$ cat src/rtl/char_display_scanner.sv
// Text-mode VGA scanner: walks the raster, reads glyph codes and font rows,
// and drives registered syncs, videoOn and RGB332 pixels two pixel periods behind the counters.
module char_display_scanner #(
   parameter int         H_VISIBLE = 640,
   parameter int         H_FRONT   = 16,
   parameter int         H_SYNC    = 96,
   parameter int         H_BACK    = 48,
   parameter int         V_VISIBLE = 480,
   parameter int         V_FRONT   = 10,
   parameter int         V_SYNC    = 2,
   parameter int         V_BACK    = 33,
   parameter logic [7:0] FG_COLOR  = 8'hFF,
   parameter logic [7:0] BG_COLOR  = 8'h00
) (
   input  logic       clk,
   input  logic       reset,
   output logic [7:0] hGlyphVGA,
   output logic [6:0] vGlyphVGA,
   input  logic [6:0] glyphCode,
   output logic [9:0] fontAddr,
   input  logic [7:0] fontRow,
   output logic       hSync,
   output logic       vSync,
   output logic       videoOn,
   output logic [7:0] rgb
);

   localparam logic [9:0] H_LAST       = 10'(H_VISIBLE + H_FRONT + H_SYNC + H_BACK - 1);
   localparam logic [9:0] V_LAST       = 10'(V_VISIBLE + V_FRONT + V_SYNC + V_BACK - 1);
   localparam logic [9:0] H_VIS        = 10'(H_VISIBLE);
   localparam logic [9:0] V_VIS        = 10'(V_VISIBLE);
   localparam logic [9:0] H_SYNC_START = 10'(H_VISIBLE + H_FRONT);
   localparam logic [9:0] H_SYNC_END   = 10'(H_VISIBLE + H_FRONT + H_SYNC);
   localparam logic [9:0] V_SYNC_START = 10'(V_VISIBLE + V_FRONT);
   localparam logic [9:0] V_SYNC_END   = 10'(V_VISIBLE + V_FRONT + V_SYNC);

   logic       strobe_q, strobe_d;
   logic [9:0] h_count_q, h_count_d;
   logic [9:0] v_count_q, v_count_d;
   logic [6:0] s1_code_q, s1_code_d;
   logic [2:0] s1_hpix_q, s1_hpix_d;
   logic [2:0] s1_vpix_q, s1_vpix_d;
   logic       s1_hsync_q, s1_hsync_d;
   logic       s1_vsync_q, s1_vsync_d;
   logic       s1_vis_q, s1_vis_d;
   logic       hsync_q, hsync_d;
   logic       vsync_q, vsync_d;
   logic       video_on_q, video_on_d;
   logic [7:0] rgb_q, rgb_d;

   logic       hsync_raw, vsync_raw, vis_raw, pixel_bit;

   always_comb begin
      strobe_d   = ~strobe_q;
      h_count_d  = h_count_q;
      v_count_d  = v_count_q;
      s1_code_d  = s1_code_q;
      s1_hpix_d  = s1_hpix_q;
      s1_vpix_d  = s1_vpix_q;
      s1_hsync_d = s1_hsync_q;
      s1_vsync_d = s1_vsync_q;
      s1_vis_d   = s1_vis_q;
      hsync_d    = hsync_q;
      vsync_d    = vsync_q;
      video_on_d = video_on_q;
      rgb_d      = rgb_q;

      hsync_raw = !((h_count_q >= H_SYNC_START) && (h_count_q < H_SYNC_END));
      vsync_raw = !((v_count_q >= V_SYNC_START) && (v_count_q < V_SYNC_END));
      vis_raw   = (h_count_q < H_VIS) && (v_count_q < V_VIS);
      pixel_bit = fontRow[3'd7 - s1_hpix_q];

      if (strobe_q) begin
         if (h_count_q == H_LAST) begin
            h_count_d = 10'd0;
            v_count_d = (v_count_q == V_LAST) ? 10'd0 : v_count_q + 10'd1;
         end else begin
            h_count_d = h_count_q + 10'd1;
         end

         s1_code_d  = glyphCode;
         s1_hpix_d  = h_count_q[2:0];
         s1_vpix_d  = v_count_q[2:0];
         s1_hsync_d = hsync_raw;
         s1_vsync_d = vsync_raw;
         s1_vis_d   = vis_raw;

         // fontRow here answers fontAddr built from the stage-1 registers.
         hsync_d    = s1_hsync_q;
         vsync_d    = s1_vsync_q;
         video_on_d = s1_vis_q;
         rgb_d      = s1_vis_q ? (pixel_bit ? FG_COLOR : BG_COLOR) : 8'h00;
      end
   end

   always_ff @(posedge clk) begin
      if (reset) begin
         strobe_q   <= 1'b0;
         h_count_q  <= 10'd0;
         v_count_q  <= 10'd0;
         s1_code_q  <= 7'd0;
         s1_hpix_q  <= 3'd0;
         s1_vpix_q  <= 3'd0;
         // Stage-1 syncs idle high so the first stage-2 load cannot glitch the pins low.
         s1_hsync_q <= 1'b1;
         s1_vsync_q <= 1'b1;
         s1_vis_q   <= 1'b0;
         hsync_q    <= 1'b1;
         vsync_q    <= 1'b1;
         video_on_q <= 1'b0;
         rgb_q      <= 8'h00;
      end else begin
         strobe_q   <= strobe_d;
         h_count_q  <= h_count_d;
         v_count_q  <= v_count_d;
         s1_code_q  <= s1_code_d;
         s1_hpix_q  <= s1_hpix_d;
         s1_vpix_q  <= s1_vpix_d;
         s1_hsync_q <= s1_hsync_d;
         s1_vsync_q <= s1_vsync_d;
         s1_vis_q   <= s1_vis_d;
         hsync_q    <= hsync_d;
         vsync_q    <= vsync_d;
         video_on_q <= video_on_d;
         rgb_q      <= rgb_d;
      end
   end

   assign hGlyphVGA = {1'b0, h_count_q[9:3]};
   assign vGlyphVGA = {1'b0, v_count_q[8:3]};
   assign fontAddr  = {s1_code_q, s1_vpix_q};
   assign hSync     = hsync_q;
   assign vSync     = vsync_q;
   assign videoOn   = video_on_q;
   assign rgb       = rgb_q;

endmodule
$ cat config.mk
export PLATFORM = sky130hd
export DESIGN_NAME = char_display_scanner
export DESIGN_NICKNAME = d
export VERILOG_FILES = /design/src/rtl/char_display_scanner.sv
export SDC_FILE = /design/constraint.sdc
export NUM_CORES = 1
export LEC_CHECK = 0
export CAP_MARGIN = 20
export CORE_UTILIZATION = 43
export DETAILED_ROUTE_END_ITERATION = 12
export PLACE_DENSITY = 0.73
export RECOVER_POWER = 50
export SKIP_CTS_REPAIR_TIMING = 1
export SYNTH_ARGS = -nofsm -noshare
export SYNTH_HDL_FRONTEND = slang
export SYNTH_SLANG_ARGS = --single-unit
$ cat constraint.sdc
create_clock -name clk -period 1.9 [get_ports clk]
set_input_delay 0.285 -clock clk [delete_from_list [all_inputs] [get_ports clk]]
set_output_delay 0.285 -clock clk [all_outputs]
set_load 0.05 [all_outputs]
==> impl_metrics.toml, run 1 <==
[yosys]
synthDominantCellAreaShare_pct = 40.6
synth-edff-count = 0
syn_avg_cell_area_um2 = 9.06
synthMuxAreaShare_pct = 11.0
synth-simple-area-share_pct = 22.1
yosys_warnings = 0
synthCells = 223
yosysUniqueCellTypes = 41
synthArstFlopShare_pct = 0
synthFlopType = "dfxtp_1"
synth_top_family_by_area = "simple AND/OR/NAND/NOR gates"
ys_seq_elements = 41
synthTopCellsByArea = "dfxtp_1 (41%), mux2i_1 (10%), buf_4 (8.2%)"
ys_seq_area_share_pct = 40.6
synth_adder_area_share_pct = 3.10
synthXorXnorAreaFrac_pct = 5.63
syn-cell-area_um2 = 2020
synth_compound_area_share_pct = 5.82
yosys.area.top_type = "dfxtp_1"

[clocking]
cts_tree = "built"
cts-root-buf = "clkbuf_8"
htreeDepth = 2
insertion_delay_ns = 0.29
cts.clk_slew.worst_paths_ns = 0.07
cts_sinks = 41
cts_made_buffers = 5
cts_max_path_buffers = 2

[global_routing]
antenna_found_initial = 0
grt_pass1_wl_um = 6990
grt_max_degree = 25
grt_use_total_pct = 17.8
gr-total-overflow = 0
grt_pass1_vias = 1524

[setup_path]
slowest_stage = "or4_4"
crit_path_max_fanout = 5
worstPathRequired_ns = 2.13
path_cells = "ha_2 -> nand2_1 -> or4_4 -> or4_4 -> a21oi_2"
cp-end-kind = "register"
critical_path_class = "reg2reg"
crit_top_cell = "or4_4"
arrival_ns = 2.10
max_stage_delay_ns = 0.55
start_kind = "register"

[sta]
worst_slack_ns = 0.0297
hold_viol = 0
worst_slew_pin_slew_ns = 1.13
rsz0062_at_grt = "true"
slew_headroom_pct = 24.3
hold_ws_ns = 0.479
maxSlewViolCount = 0
min_period_over_period_pct = 98.4
setup_viol = 0
fin_skew_ns = 0.00470
max_freq_mhz = 535
fin_crit_ns = 1.87

[pwr]
leakage_nw = 1.01
powerDensity_nw_per_um2 = 644
power_w = 0.00164
ir_drop_uv = 390

[place]
gp_congestion = 0.756
dp_cells = 317
io_buffers = 50
preCtsSetupSlack_ns = 0.0477
dp_hpwl_um = 3010

[run_status]
status = "complete, but fails checks"
failed_checks = "design-rule violations"

[routing]
ant_nets = 0
initialDrtViolationCount = 97
wirelength_um = 4110
via_per_inst = 5.06
drtPass1Iterations = 8
vias = 1644
drc = 2
wl_per_cell_um = 12.6

[final_layout]
seqCellArea_um2 = 825
fillers = 437
postLayoutCoreUtil_pct = 57.3
area_growth_pct = 25.9
final_nets = 294
stdcell_count = 325
drive_above_1_share_pct = 14.7
n_antenna_cell = 0
multiInputGateArea_um2 = 980

[die]
pin_count = 53
die_h_um = 70.6
core-area_um2 = 4440
die_w_um = 70.6
fp-row-count = 24
start_util_pct = 45.5
die_area_um2 = 4980

[min_path]
hold_class = "reg2reg"

[job]
drv_cap = 0
state kept, by name, summed over array words and instances, names as in the netlist:
register / cells
s1_code_q: 7
vSync: 1
rgb: 1
hSync: 1
s1_vis_q: 1
s1_vpix_q: 3
v_count_q: 10
h_count_q: 10
s1_hsync_q: 1
s1_vsync_q: 1
strobe_q: 1
s1_hpix_q: 3
videoOn: 1
critical path: cells and delay by family (launching register included):
kind | cells | cell delay (ns)
AO/OA/AOI/OAI | 1 | 0.14
AND/OR/NAND/NOR | 3 | 1.15
flip-flops | 1 | 0.34
adder cells (fa/ha/maj) | 1 | 0.18
synthesized netlist by cell type (2+ instances only):
| library cell | count |
|---|---|
| xor2_1 | 5 |
| o21a_1 | 2 |
| nor4b_1 | 2 |
| xnor2_1 | 8 |
| nand3b_1 | 2 |
| dfxtp_1 | 41 |
| o31ai_1 | 2 |
| ha_1 | 5 |
| nor4_1 | 3 |
| buf_1 | 2 |
| o21ai_0 | 3 |
| inv_1 | 9 |
| mux2i_1 | 21 |
| nor2_1 | 34 |
| nand2_1 | 11 |
| clkbuf_1 | 5 |
| and3_1 | 2 |
| nand4_1 | 9 |
| a21oi_1 | 4 |
| nor3_1 | 8 |
| nand3_1 | 4 |
| buf_4 | 22 |
layout make-up:
cell class	instances	share of cell area [%]
Timing Repair Buffer	71	21.9
Sequential cell	41	32.4
Inverter	10	1.47
Clock buffer	8	3.15
Tap cell	52	2.56
Multi-Input combinational cell	143	38.5
report_power, final:
part	leakage (nW)	switching, W	internal (W)
sequential	0.334	0.0000123	0.000878
clock	0.0395	0.000276	0.000261
combinational	0.632	0.000124	0.0000880
stage by stage:
stage,instance area [um2],TNS [ns]
global placement,2510,0
detailed placement,2510,0
CTS,2590,0
global route,2540,-0.0223
finish,2540,0
floorplan,2030,0
placed cells by master, fill, tap and decap left out, types with 2 or more instances in the layout:
cell type / synthesis / final
a21oi_1: 4 / 3
and3_1: 2 / 2
buf_4: 22 / 23
clkbuf_1: 5 / 19
clkbuf_8: 0 / 5
clkdlybuf4s50_1: 0 / 29
conb_1: 1 / 2
dfxtp_1: 41 / 38
dfxtp_2: 0 / 3
dlymetal6s2s_1: 0 / 2
ha_1: 5 / 4
inv_1: 9 / 9
mux2i_1: 21 / 21
nand2_1: 11 / 11
nand3_1: 4 / 4
nand3b_1: 2 / 2
nand4_1: 9 / 9
nor2_1: 34 / 34
nor3_1: 8 / 8
nor4_1: 3 / 3
nor4b_1: 2 / 2
o21a_1: 2 / 2
o21ai_0: 3 / 2
o31ai_1: 2 / 2
or4_4: 1 / 2
xnor2_1: 8 / 8
xor2_1: 5 / 5
logic make-up (layout without fill, tap and decap cells):
kind of cell,count (synthesis),count (layout)
AO/OA/AOI/OAI,17,17
XOR/XNOR,13,13
AND/OR/NAND/NOR,84,84
other,1,2
multiplexers,22,22
flip-flops,41,41
buffers and inverters,40,89
adder cells (fa/ha/maj),5,5
path summary, 6_finish.rpt:
kind,start,to,slack [ns],cells past startpoint
hold / removal,s1_vsync_q$_SDFFE_PP1P_,vSync$_SDFFE_PP1P_,0.48,2
setup reg to reg,h_count_q[1]$_SDFFE_PP0P_,v_count_q[8]$_SDFFE_PP0P_,0.03,5
setup / recovery,h_count_q[1]$_SDFFE_PP0P_,v_count_q[8]$_SDFFE_PP0P_,0.03,5
hold reg to reg,s1_vsync_q$_SDFFE_PP1P_,vSync$_SDFFE_PP1P_,0.48,2
routing by layer:
metal | wire length [um] | vias to the layer above | global-route usage [%]
li1 | - | 846 | -
met1 | 1930 | 757 | 21.4
met2 | 1950 | 37 | 30.3
met3 | 182 | 4 | 5.41
met4 | 40 | 0 | 6.44
met5 | 0 | - | 0
No activity file was read; power rests on OpenSTA's default activity.
==> inputs of run 2 (changes only) <==
Settings changed: ABC_CLOCK_PERIOD_IN_PS set to 1900.
==> results of run 2 <==
The final DEF is identical to that of run 1; final timing and power are the same.
